--- config.mk ---
export PLATFORM = sky130hd
export DESIGN_NAME = pattern_packet_encoder_flat
export DESIGN_NICKNAME = d
export VERILOG_FILES = /design/src/rtl/pattern_packet_encoder_if.sv /design/src/rtl/pattern_packet_encoder.sv /design/src/flat_wrapper.sv
export SDC_FILE = /design/constraint.sdc
export NUM_CORES = 1
export LEC_CHECK = 0
export BUFFER_PORTS_ARGS = -buffer_cell sky130_fd_sc_hd__clkbuf_2
export CORE_ASPECT_RATIO = 1.4
export CORE_MARGIN = 3
export CORE_UTILIZATION = 44
export CTS_BUF_LIST = sky130_fd_sc_hd__clkbuf_2
export CTS_CLUSTER_DIAMETER = 100
export CTS_CLUSTER_SIZE = 8
export DETAILED_ROUTE_END_ITERATION = 7
export GPL_TIMING_DRIVEN = 0
export PLACE_DENSITY = 0.64
export SYNTH_ARGS = -nofsm -noshare
export SYNTH_HDL_FRONTEND = slang
export SYNTH_SLANG_ARGS = --single-unit
--- constraint.sdc ---
create_clock -name clk -period 4.85 [get_ports clk]
set_clock_uncertainty 0.2 [all_clocks]
set_input_delay 0.97 -clock clk [delete_from_list [all_inputs] [get_ports clk]]
set_output_delay 0.97 -clock clk [all_outputs]
set_load 0.01 [all_outputs]
--- src/rtl/pattern_packet_encoder_if.sv ---
// pattern_packet_encoder_if: channel config request plus the byte/done-tick handshake to the UART transmitter.
interface pattern_packet_encoder_if #(parameter int DATA_BIT = 32);
  logic                i_start;
  logic [DATA_BIT-1:0] i_output_pattern;
  logic [DATA_BIT-1:0] i_freq_pattern;
  logic [3:0]          i_sel_out;
  logic                i_ch_start;
  logic                i_ch_stop;
  logic                i_ch_mode;
  logic                i_tx_done_tick;
  logic [7:0]          o_tx_data;
  logic                o_tx_start;
  logic                o_busy;
  logic                o_done_tick;
  logic                o_frame_done_tick;
  modport master (
    output i_start, i_output_pattern, i_freq_pattern, i_sel_out,
           i_ch_start, i_ch_stop, i_ch_mode, i_tx_done_tick,
    input  o_tx_data, o_tx_start, o_busy, o_done_tick, o_frame_done_tick
  );
  modport slave (
    input  i_start, i_output_pattern, i_freq_pattern, i_sel_out,
           i_ch_start, i_ch_stop, i_ch_mode, i_tx_done_tick,
    output o_tx_data, o_tx_start, o_busy, o_done_tick, o_frame_done_tick
  );
endinterface

--- src/rtl/pattern_packet_encoder.sv ---
// pattern_packet_encoder: serializes one channel's configuration into a PACK_NUM-byte packet for the UART transmitter.
module pattern_packet_encoder #(
  parameter int DATA_BIT   = 32,
  parameter int PACK_NUM   = 9,
  parameter int OUTPUT_NUM = 16
) (
  input logic clk,
  input logic rst,
  pattern_packet_encoder_if.slave bus
);
  localparam int CW = $clog2(PACK_NUM);
  typedef enum logic [1:0] {S_IDLE, S_SEND, S_WAIT, S_DONE} state_t;
  state_t              state_q, state_d;
  logic [CW-1:0]       cnt_q, cnt_d;
  logic [DATA_BIT-1:0] out_q, freq_q;
  logic [3:0]          sel_q;
  logic [2:0]          flags_q;
  logic [PACK_NUM*8-1:0] pkt;
  logic                last;
  assign pkt  = {sel_q, 1'b0, flags_q, freq_q, out_q};
  assign last = cnt_q == CW'(PACK_NUM - 1);
  always_ff @(posedge clk or posedge rst) begin
    if (rst) begin
      state_q <= S_IDLE;
      cnt_q   <= '0;
      out_q   <= '0;
      freq_q  <= '0;
      sel_q   <= '0;
      flags_q <= '0;
    end else begin
      state_q <= state_d;
      cnt_q   <= cnt_d;
      if (state_q == S_IDLE && bus.i_start) begin
        out_q   <= bus.i_output_pattern;
        freq_q  <= bus.i_freq_pattern;
        sel_q   <= bus.i_sel_out;
        flags_q <= {bus.i_ch_mode, bus.i_ch_stop, bus.i_ch_start};
      end
    end
  end
  always_comb begin
    state_d = state_q;
    cnt_d   = cnt_q;
    case (state_q)
      S_IDLE: if (bus.i_start) begin
        state_d = S_SEND;
        cnt_d   = '0;
      end
      S_SEND: state_d = S_WAIT;
      S_WAIT: if (bus.i_tx_done_tick) begin
        state_d = last ? S_DONE : S_SEND;
        cnt_d   = last ? cnt_q : cnt_q + 1'b1;
      end
      S_DONE: state_d = S_IDLE;
      default: state_d = S_IDLE;
    endcase
  end
  // byte select only moves on the edge into S_SEND, so the data is stable through S_WAIT
  assign bus.o_tx_data         = pkt[{cnt_q, 3'b000} +: 8];
  assign bus.o_tx_start        = state_q == S_SEND;
  assign bus.o_busy            = state_q != S_IDLE;
  assign bus.o_done_tick       = state_q == S_DONE;
  assign bus.o_frame_done_tick = state_q == S_DONE && sel_q == 4'(OUTPUT_NUM - 1);
endmodule

--- src/flat_wrapper.sv ---
// flat-port wrapper written by rule: the top's interface ports become plain ports
module pattern_packet_encoder_flat 
#(
  parameter int DATA_BIT   = 32,
  parameter int PACK_NUM   = 9,
  parameter int OUTPUT_NUM = 16
)
  (clk, rst, bus_i_start, bus_i_output_pattern, bus_i_freq_pattern, bus_i_sel_out, bus_i_ch_start, bus_i_ch_stop, bus_i_ch_mode, bus_i_tx_done_tick, bus_o_tx_data, bus_o_tx_start, bus_o_busy, bus_o_done_tick, bus_o_frame_done_tick);
  pattern_packet_encoder_if #(.DATA_BIT(DATA_BIT)) bus_i ();
  input logic clk;
  input logic rst;
  input wire logic [$bits(bus_i.i_start)-1:0] bus_i_start;
  input wire logic [$bits(bus_i.i_output_pattern)-1:0] bus_i_output_pattern;
  input wire logic [$bits(bus_i.i_freq_pattern)-1:0] bus_i_freq_pattern;
  input wire logic [$bits(bus_i.i_sel_out)-1:0] bus_i_sel_out;
  input wire logic [$bits(bus_i.i_ch_start)-1:0] bus_i_ch_start;
  input wire logic [$bits(bus_i.i_ch_stop)-1:0] bus_i_ch_stop;
  input wire logic [$bits(bus_i.i_ch_mode)-1:0] bus_i_ch_mode;
  input wire logic [$bits(bus_i.i_tx_done_tick)-1:0] bus_i_tx_done_tick;
  output wire logic [$bits(bus_i.o_tx_data)-1:0] bus_o_tx_data;
  output wire logic [$bits(bus_i.o_tx_start)-1:0] bus_o_tx_start;
  output wire logic [$bits(bus_i.o_busy)-1:0] bus_o_busy;
  output wire logic [$bits(bus_i.o_done_tick)-1:0] bus_o_done_tick;
  output wire logic [$bits(bus_i.o_frame_done_tick)-1:0] bus_o_frame_done_tick;
  assign bus_i.i_start = bus_i_start;
  assign bus_i.i_output_pattern = bus_i_output_pattern;
  assign bus_i.i_freq_pattern = bus_i_freq_pattern;
  assign bus_i.i_sel_out = bus_i_sel_out;
  assign bus_i.i_ch_start = bus_i_ch_start;
  assign bus_i.i_ch_stop = bus_i_ch_stop;
  assign bus_i.i_ch_mode = bus_i_ch_mode;
  assign bus_i.i_tx_done_tick = bus_i_tx_done_tick;
  assign bus_o_tx_data = bus_i.o_tx_data;
  assign bus_o_tx_start = bus_i.o_tx_start;
  assign bus_o_busy = bus_i.o_busy;
  assign bus_o_done_tick = bus_i.o_done_tick;
  assign bus_o_frame_done_tick = bus_i.o_frame_done_tick;
  pattern_packet_encoder #(.DATA_BIT(DATA_BIT), .PACK_NUM(PACK_NUM), .OUTPUT_NUM(OUTPUT_NUM)) u_core (.clk(clk), .rst(rst), .bus(bus_i));
endmodule
==> results of run 1 <==
[critical path, stage by stage (launching register included)]
cell	delay, ns
dfrtp_1	0.54
buf_2	0.32
nand2b_1	0.32
o22ai_1	0.19
o31ai_1	0.31
clkbuf_2	0.20
[final timing paths]
kind / start / end / slack, ns / cells after the start
max in group asynchronous: rst / u_core.out_q[27] / 3.74 / 3
min in group clk: u_core.out_q[19] / u_core.out_q[19] / 0.32 / 1
worst max register to register: u_core.cnt_q[0] / u_core.cnt_q[2] / 2.39 / 7
worst min-delay path: rst / u_core.out_q[1] / 0.14 / 2
worst max-delay path: u_core.cnt_q[1] / bus_o_tx_data[7] / 1.28 / 5
worst min register to register: u_core.out_q[19] / u_core.out_q[19] / 0.32 / 1
[stage by stage]
| step | power, mW | std cells | utilization [%] |
|---|---|---|---|
| 2_1_floorplan | 1.96 | 254 | - |
| 3_3_place_gp | 2.25 | 440 | 53.3 |
| 3_5_place_dp | 2.30 | 441 | 53.7 |
| 4_1_cts | 2.57 | 456 | 54.6 |
| 5_1_grt | 2.72 | 456 | 54.6 |
| 6_report | 2.53 | 456 | 54.6 |
[cell type report]
class | count | area [um2] | share of cell area (%)
buffer | 16 | 115 | 2.65
clock buffer | 12 | 60.1 | 1.38
clock inverter | 3 | 13.8 | 0.317
inverter | 5 | 21.3 | 0.490
multi-input combinational | 156 | 1620 | 37.3
sequential | 77 | 1930 | 44.4
tap | 100 | 125 | 2.89
timing repair buffer | 87 | 458 | 10.6
[flip-flops by register name (all words and copies together) (netlist names)]
name / count
u_core.cnt_q: 4
u_core.flags_q: 3
u_core.freq_q: 32
u_core.out_q: 32
u_core.sel_q: 4
u_core.state_q: 2
[power by group through the flow]
stage,clock network [mW],registers (mW),logic [mW]
2_1_floorplan,0,1.08,0.881
3_3_place_gp,0,1.12,1.13
3_5_place_dp,0,1.14,1.16
4_1_cts,0.288,1.12,1.16
5_1_grt,0.320,1.16,1.24
6_report,0.274,1.12,1.14
[routing by layer]
metal	vias up	GRT usage, %	routed length [um]
met5	-	0	0
met4	0	9.49	190
met3	12	4.46	394
met2	55	31.2	4080
met1	1147	21.4	3350
li1	1116	-	-
[cell families after synthesis]
logic type | count (synthesis)
buf+inv | 21
simple gates | 37
compound gates | 17
mux | 100
flops | 77
fa+ha+maj | 2
[Yosys cell counts, drive strengths merged]
library cell / instances
a2111oi: 2
a211oi: 1
and3b: 1
buf: 14
clkbuf: 2
dfrtp: 77
ha: 2
inv: 5
mux2: 88
mux2i: 3
mux4: 9
nand2: 9
nand2b: 2
nand3: 1
nand3b: 1
nand4: 1
nor2: 14
nor2b: 4
nor3b: 1
nor4b: 1
o22ai: 7
o31ai: 7
or2: 1
or3: 1
==> impl_metrics.env, run 1 <==
export IMPL_hold_class="in2async"
export IMPL_grt_overflow_total=0
export IMPL_fin_setup_tns_ns=0
export IMPL_synth_cell_types=28
export IMPL_final_common_cell="clkbuf_2"
export IMPL_ys_seq_area_share_pct=52.4
export IMPL_finalHoldViolations=0
export IMPL_power_frac_seq_pct=44.2
export IMPL_p_sw_share_pct=33.5
export IMPL_initial_core_util_pct=46.3
export IMPL_drive_above_1_share_pct=61.5
export IMPL_num_rows=38
export IMPL_die_h_um=114
export IMPL_ioPinCount=87
export IMPL_yosysWarnings=0
export IMPL_pwr_share_comb_pct=44.9
export IMPL_fmax_mhz=280
export IMPL_synth_top_area_share_pct=52.4
export IMPL_internal_power_mw=1.68
export IMPL_synthMuxAreaShare_pct=33.6
export IMPL_gp_congestion=0.715
export IMPL_synthSimpleGateAreaFrac_pct=5.21
export IMPL_die_area_mm2=0.00951
export IMPL_first_pass_iters=4
export IMPL_port_buffers=86
export IMPL_slew_headroom_pct=56.9
export IMPL_post_cts_buffers=0
export IMPL_grt_pass1_wl_mm=13.1
export IMPL_die_w_um=83.3
export IMPL_cts_resized_gates=0
export IMPL_rsz0062_at_grt="no"
export IMPL_first_iter_violations=94
export IMPL_antenna_cells=0
export IMPL_via_per_inst=5.11
export IMPL_slew_violations=0
export IMPL_core_area_mm2=0.00794
export IMPL_power_frac_clock_pct=10.8
export IMPL_synth_top_family_by_area="multiplexers"
export IMPL_status="complete, no violations"
export IMPL_synth_compound_area_share_pct=4.46
export IMPL_routed_wirelength_mm=8.01
export IMPL_ir_drop_uv=264
export IMPL_cp_start_kind="register"
export IMPL_fin_ws_ns=1.28
export IMPL_synth_fa_ha_area_share_pct=0.681
export IMPL_hold_ws_ns=0.138
export IMPL_num_vias=2330
export IMPL_netlist_instances=254
export IMPL_pwr_density_cell_mw_per_mm2=583
export IMPL_place_hpwl_mm=6.15
export IMPL_final_cell_area_mm2=0.00434
export IMPL_routedWlPerCell_um=17.6
export IMPL_cts_sinks=77
export IMPL_cts_root_buf="clkbuf_2"
export IMPL_synth_xor_area_share_pct=0
export IMPL_synth_seq_cells=77
export IMPL_finalCriticalPeriod_ns=3.57
export IMPL_numCtsBuffers=9
export IMPL_synth_area_leader_cell="dfrtp_1"
export IMPL_syn_to_final_growth_pct=17.9
export IMPL_grt_total_usage_pct=18.3
export IMPL_cts_max_path_buffers=2
export IMPL_ctsHtreeMaxLevel=3
export IMPL_crit_arrival_ns=2.40
export IMPL_setup_violations=0
export IMPL_synth_area_leaders="dfrtp_1 52%, mux2_2 27%, mux4_2 5.5%, a2111oi_4 1.5%, nor2_1 1.4%"
export IMPL_avgSynthCellArea_um2=14.5
export IMPL_clk_latency_ns=0.52
export IMPL_end_kind="output port"
export IMPL_nFillCells=704
export IMPL_hold_buffers=0
export IMPL_pre_cts_slack_ns=1.82
export IMPL_p_leak_nw=1.94
export IMPL_tightestPinTransition_ns=0.645
export IMPL_maxCapViolations=0
export IMPL_grt_pass1_vias=2543
export IMPL_path_max_fanout=10
export IMPL_synth_fp_nets=331
export IMPL_antenna_left=0
export IMPL_drc=0
export IMPL_fin_crit_sh_pct=73.5
export IMPL_nets=429
export IMPL_worstPathRequired_ns=3.68
export IMPL_antenna_found_initial=0
export IMPL_crit_type="reg2out"
export IMPL_layout_common_cells="98 x clkbuf_2, 87 x mux2_2, 77 x dfrtp_1"
export IMPL_switchingPower_mw=0.847
export IMPL_cts_clk_slew_worst_paths_ns=0.18
export IMPL_tritoncts="yes"
export IMPL_grt_max_degree=63
export IMPL_synth_area_mm2=0.00368
export IMPL_placed_area_mm2=0.00426
Power figures use the tool's default switching activity.
==> inputs of run 2 (changes only) <==
--- a/config.mk
+++ b/config.mk
@@ -14,7 +14,7 @@
 export CTS_CLUSTER_SIZE = 8
 export DETAILED_ROUTE_END_ITERATION = 7
 export GPL_TIMING_DRIVEN = 0
-export PLACE_DENSITY = 0.64
+export PLACE_DENSITY = 0.67
 export SYNTH_ARGS = -nofsm -noshare
 export SYNTH_HDL_FRONTEND = slang
 export SYNTH_SLANG_ARGS = --single-unit
==> constraint.sdc (replaced) <==
create_clock -name clk -period 3 [get_ports clk]
set_clock_uncertainty 0.2 [all_clocks]
set_input_delay 0.6 -clock clk [delete_from_list [all_inputs] [get_ports clk]]
set_output_delay 0.6 -clock clk [all_outputs]
set_load 0.01 [all_outputs]
==> impl_metrics.env, run 2 (synthesis gave the netlist of run 1 again) <==
export IMPL_drc=0
export IMPL_routed_wirelength_mm=8.62
export IMPL_p_sw_share_pct=33.8
export IMPL_met3_length_um=388
export IMPL_placed_area_mm2=0.00426
export IMPL_die_h_um=114
export IMPL_syn_to_final_growth_pct=23.1
export IMPL_crit_arrival_ns=2.17
export IMPL_num_rows=38
export IMPL_finalHoldViolations=0
export IMPL_slew_violations=0
export IMPL_setup_violations=0
export IMPL_drt_met1_wl_mm=3.56
export IMPL_p_leak_nw=2.02
export IMPL_clk_latency_ns=0.52
export IMPL_antenna_left=0
export IMPL_crit_type="reg2out"
export IMPL_fin_crit_sh_pct=99.2
export IMPL_pwr_density_cell_mw_per_mm2=958
export IMPL_fin_setup_tns_ns=0
export IMPL_pre_cts_slack_ns=0.384
export IMPL_grt_pass1_vias=2594
export IMPL_hold_path_startpoint="bus_i_freq_pattern[9]"
export IMPL_die_w_um=83.3
export IMPL_core_area_mm2=0.00794
export IMPL_final_cell_area_mm2=0.00453
export IMPL_power_mw=4.34
export IMPL_cts_clk_slew_worst_paths_ns=0.20
export IMPL_crit_start="u_core.cnt_q[0]"
export IMPL_place_hpwl_mm=6.25
export IMPL_cp_start_kind="register"
export IMPL_grt_total_usage_pct=18.9
export IMPL_tightestPinTransition_ns=0.533
export IMPL_grt_max_degree=43
export IMPL_fmax_mhz=336
export IMPL_ff2ff_setup_slack_ns=0.65
export IMPL_multi_input_area_mm2=0.00167
export IMPL_placed_cells=441
export IMPL_initial_core_util_pct=46.3
export IMPL_top_regs="u_core.freq_q (32), u_core.out_q (32)"
export IMPL_hold_class="in2reg"
export IMPL_die_area_mm2=0.00951
export IMPL_end_kind="output port"
export IMPL_route_met2_wl_mm=4.45
export IMPL_tritoncts="yes"
export IMPL_fin_ws_ns=0.0253
export IMPL_ioPinCount=87
export IMPL_via_per_inst=5.22
export IMPL_maxCapViolations=0
export IMPL_finalCriticalPeriod_ns=2.97
export IMPL_reg2reg_from="u_core.cnt_q[0]"
export IMPL_first_pass_iters=4
export IMPL_nFillCells=675
export IMPL_fin_util_pct=57.0
export IMPL_ir_drop_uv=499
export IMPL_grt_overflow_total=0
export IMPL_numCtsBuffers=9
export IMPL_port_buffers=86
export IMPL_power_frac_clock_pct=10.3
export IMPL_cts_sinks=77
export IMPL_routedWlPerCell_um=18.5
export IMPL_final_common_cell="clkbuf_2"
export IMPL_path_max_fanout=10
export IMPL_top_layer="met4"
export IMPL_cts_root_buf="clkbuf_2"
export IMPL_gp_congestion=0.783
export IMPL_power_frac_seq_pct=42.0
export IMPL_ff_latch_area_mm2=0.00193
export IMPL_internal_power_mw=2.87
export IMPL_rsz0062_at_grt="yes"
export IMPL_grt_pass1_wl_mm=13.6
export IMPL_layout_common_cells="96 x clkbuf_2, 87 x mux2_2, 75 x dfrtp_1"
export IMPL_status="complete, no violations"
export IMPL_antenna_cells=0
export IMPL_pwr_share_comb_pct=47.7
export IMPL_first_iter_violations=95
export IMPL_hold_ws_ns=0.0755
export IMPL_slew_headroom_pct=64.5
export IMPL_switchingPower_mw=1.47
export IMPL_layoutNonFillerInstCount=465
export IMPL_antenna_found_initial=0
export IMPL_ctsHtreeMaxLevel=3
export IMPL_drive_above_1_share_pct=65.2
export IMPL_num_vias=2427
export IMPL_worstPathRequired_ns=2.20
export IMPL_cts_max_path_buffers=2
export IMPL_nets=438
-- run 2: cell count changes in the layout (fill, tap and decap cells not counted), moves of 4 or more --
cell     before  now
o31ai_2       0    5
o31ai_1       7    2
buf_12        0    4
buf_4         5   10
-- run 2: worst paths after layout --
check,endpoint,cells past startpoint
max in group asynchronous,u_core.freq_q[17],4
min in group asynchronous,u_core.out_q[29],3
worst max register to register,u_core.cnt_q[3],7
worst min-delay path,u_core.freq_q[9],2
worst max-delay path,bus_o_tx_data[2],6
worst min register to register,u_core.freq_q[7],1
-- run 2: per-layer routing --
metal	global-route usage, %	vias up
met3	3.74	18
li1	-	1131
met4	9.71	0
met5	0	-
met2	31.7	66
met1	23.2	1212
-- run 2: power groups by stage --
stage	clock, mW	sequential [mW]	combinational (mW)
floorplan	0	1.74	1.42
global placement	0	1.80	1.85
global route	0.519	1.88	2.23
finish	0.447	1.82	2.07
CTS	0.467	1.81	1.95
detailed placement	0	1.84	1.89
-- run 2: timing repair --
action	4_1_cts	5_1_grt
hold buffers	1	0
setup endpoints to repair	8	7
gates cloned	0	2
hold endpoints to repair	35	0
setup buffers	2	4
pin swaps	1	1
resized for setup	11	14
-- run 2: worst max-delay path: stages (launching register included) --
cell	delay, ns
dfrtp_2	0.49
buf_12	0.16
buf_6	0.15
mux2_2	0.25
o22ai_1	0.09
o31ai_1	0.31
clkbuf_2	0.20
-- run 2: cell type report --
type | instances | area share, %
repair buffers | 96 | 12.6
clock buffers | 11 | 1.22
flip-flops and latches | 77 | 42.6
multi-input cells | 156 | 36.8
well taps | 100 | 2.76
plain buffers | 16 | 3.15
inverters | 5 | 0.470
clock inverters | 4 | 0.359
==> inputs of run 3 (changes only) <==
--- a/config.mk
+++ b/config.mk
@@ -14,7 +14,7 @@
 export CTS_CLUSTER_SIZE = 8
 export DETAILED_ROUTE_END_ITERATION = 7
 export GPL_TIMING_DRIVEN = 0
-export PLACE_DENSITY = 0.67
+export PLACE_DENSITY = 0.73
 export SYNTH_ARGS = -nofsm -noshare
 export SYNTH_HDL_FRONTEND = slang
 export SYNTH_SLANG_ARGS = --single-unit
==> constraint.sdc (replaced) <==
create_clock -name clk -period 2.5 [get_ports clk]
set_clock_uncertainty 0.2 [all_clocks]
set_input_delay 0.5 -clock clk [delete_from_list [all_inputs] [get_ports clk]]
set_output_delay 0.5 -clock clk [all_outputs]
set_load 0.01 [all_outputs]
==> impl_metrics.env, run 3 (synthesis gave the netlist of run 1 again) <==
export IMPL_core_area_mm2=0.00794
export IMPL_tritoncts="yes"
export IMPL_hold_class="in2reg"
export IMPL_grt_overflow_total=0
export IMPL_cts_sinks=77
export IMPL_use_met2_pct=38.1
export IMPL_path_max_fanout=6
export IMPL_die_area_mm2=0.00951
export IMPL_p_sw_share_pct=33.1
export IMPL_tightestPinTransition_ns=0.831
export IMPL_worstPathRequired_ns=1.80
export IMPL_routedWlPerCell_um=17.5
export IMPL_pre_cts_slack_ns=-0.0568
export IMPL_initial_core_util_pct=46.3
export IMPL_grt_total_usage_pct=20.6
export IMPL_finalCriticalPeriod_ns=2.79
export IMPL_layout_common_cells="94 x clkbuf_2, 87 x mux2_2, 75 x dfrtp_1"
export IMPL_met1_usage_pct=23.1
export IMPL_ir_drop_uv=581
export IMPL_power_frac_seq_pct=39.2
export IMPL_crit_arrival_ns=2.09
export IMPL_cts_max_path_buffers=2
export IMPL_pwr_share_comb_pct=47.6
export IMPL_cts_clk_slew_worst_paths_ns=0.20
export IMPL_drive_above_1_share_pct=60.3
export IMPL_routed_wirelength_mm=9.20
export IMPL_port_buffers=86
export IMPL_die_h_um=114
export IMPL_p_leak_nw=2.34
export IMPL_first_pass_iters=4
export IMPL_num_rows=38
export IMPL_antenna_left=0
export IMPL_switchingPower_mw=1.86
export IMPL_drc=0
export IMPL_grt_busiest_layer="met2"
export IMPL_grt_pass1_vias=3083
export IMPL_power_frac_clock_pct=13.2
export IMPL_first_iter_violations=68
export IMPL_internal_power_mw=3.75
export IMPL_antenna_found_initial=0
export IMPL_cts_root_buf="clkbuf_2"
export IMPL_cp_start_kind="register"
export IMPL_numCtsBuffers=9
export IMPL_layoutNonFillerInstCount=526
export IMPL_placed_area_mm2=0.00426
export IMPL_syn_to_final_growth_pct=44.6
export IMPL_antenna_cells=0
export IMPL_fin_ws_ns=-0.291
export IMPL_fin_setup_tns_ns=-2.11
export IMPL_final_cell_area_mm2=0.00532
export IMPL_num_vias=2702
export IMPL_placed_cells=441
export IMPL_finalHoldViolations=0
export IMPL_ctsHtreeMaxLevel=3
export IMPL_fin_crit_sh_pct=112
export IMPL_gp_congestion=0.769
export IMPL_slew_violations=0
export IMPL_die_w_um=83.3
export IMPL_crit_type="reg2out"
export IMPL_via_per_inst=5.14
export IMPL_setup_violations=8
export IMPL_pwr_density_cell_mw_per_mm2=1060
export IMPL_final_common_cell="clkbuf_2"
export IMPL_place_hpwl_mm=6.17
export IMPL_violations="setup timing"
export IMPL_status="complete, but fails checks"
export IMPL_top_regs="u_core.freq_q (32), u_core.out_q (32)"
export IMPL_end_kind="output port"
export IMPL_grt_max_degree=41
export IMPL_nFillCells=566
export IMPL_maxCapViolations=0
export IMPL_met3_usage_pct=3.60
export IMPL_rsz0062_at_grt="yes"
export IMPL_fmax_mhz=358
export IMPL_nets=498
export IMPL_ioPinCount=87
export IMPL_clk_latency_ns=0.50
export IMPL_grt_pass1_wl_mm=15.1
export IMPL_slew_headroom_pct=44.5
-- run 3: metal layers --
layer,vias to the layer above,share of wire (%)
met1,1343,39
met5,-,0
met4,0,2.5
met2,79,55
met3,19,4.2
li1,1261,-
-- run 3: cell type report --
class | count | area [um2] | share of cell area (%)
Buffer | 16 | 143 | 2.68
Clock buffer | 10 | 50.0 | 0.941
Tap cell | 100 | 125 | 2.35
Multi-Input combinational cell | 156 | 1810 | 34.0
Inverter | 5 | 22.5 | 0.424
Sequential cell | 77 | 1930 | 36.3
Clock inverter | 6 | 77.6 | 1.46
Timing Repair Buffer | 156 | 1160 | 21.9
-- run 3: timing repair --
item	4_1_cts	5_1_grt
resized for setup	54	6
hold buffers	62	0
buffers inserted	6	0
hold endpoints to repair	98	0
endpoints found under the setup margin	10	8
pin swaps	6	3
gates cloned	2	0
-- run 3: power by group through the flow --
stage	sequential [mW]	combinational, mW	clock [mW]
after floorplan	2.09	1.71	0
after detailed placement	2.21	2.23	0
after global placement	2.16	2.18	0
final	2.20	2.67	0.740
after global routing	2.28	2.87	0.811
after CTS	2.20	2.72	0.760
-- run 3: worst paths after layout --
kind,from,end,slack (ns),cells after the start
setup / recovery,u_core.cnt_q[0],bus_o_tx_data[3],-0.29,6
hold / removal,bus_i_freq_pattern[9],u_core.freq_q[9],0.04,2
setup reg to reg,u_core.cnt_q[1],u_core.cnt_q[3],0.20,6
hold reg to reg,u_core.out_q[11],u_core.out_q[11],0.33,1
max in group asynchronous,rst,u_core.cnt_q[1],0.95,4
min in group asynchronous,rst,u_core.out_q[31],0.45,3
-- run 3: critical path: stages, from the launching register on --
cell	delay [ns]
dfrtp_2	0.45
buf_12	0.15
buf_12	0.12
mux4_2	0.48
mux2i_1	0.14
nor2_1	0.07
clkbuf_2	0.17
-- run 3: through the flow --
step / util (%) / power (mW) / hold WS [ns]
after floorplan: - / 3.80 / 0.275
after global placement: 53.4 / 4.34 / 0.285
after detailed placement: 53.6 / 4.45 / 0.294
after CTS: 67.2 / 5.68 / 0.000122
after global routing: 67.0 / 5.97 / 0.000478
final: 67.0 / 5.62 / 0.0424
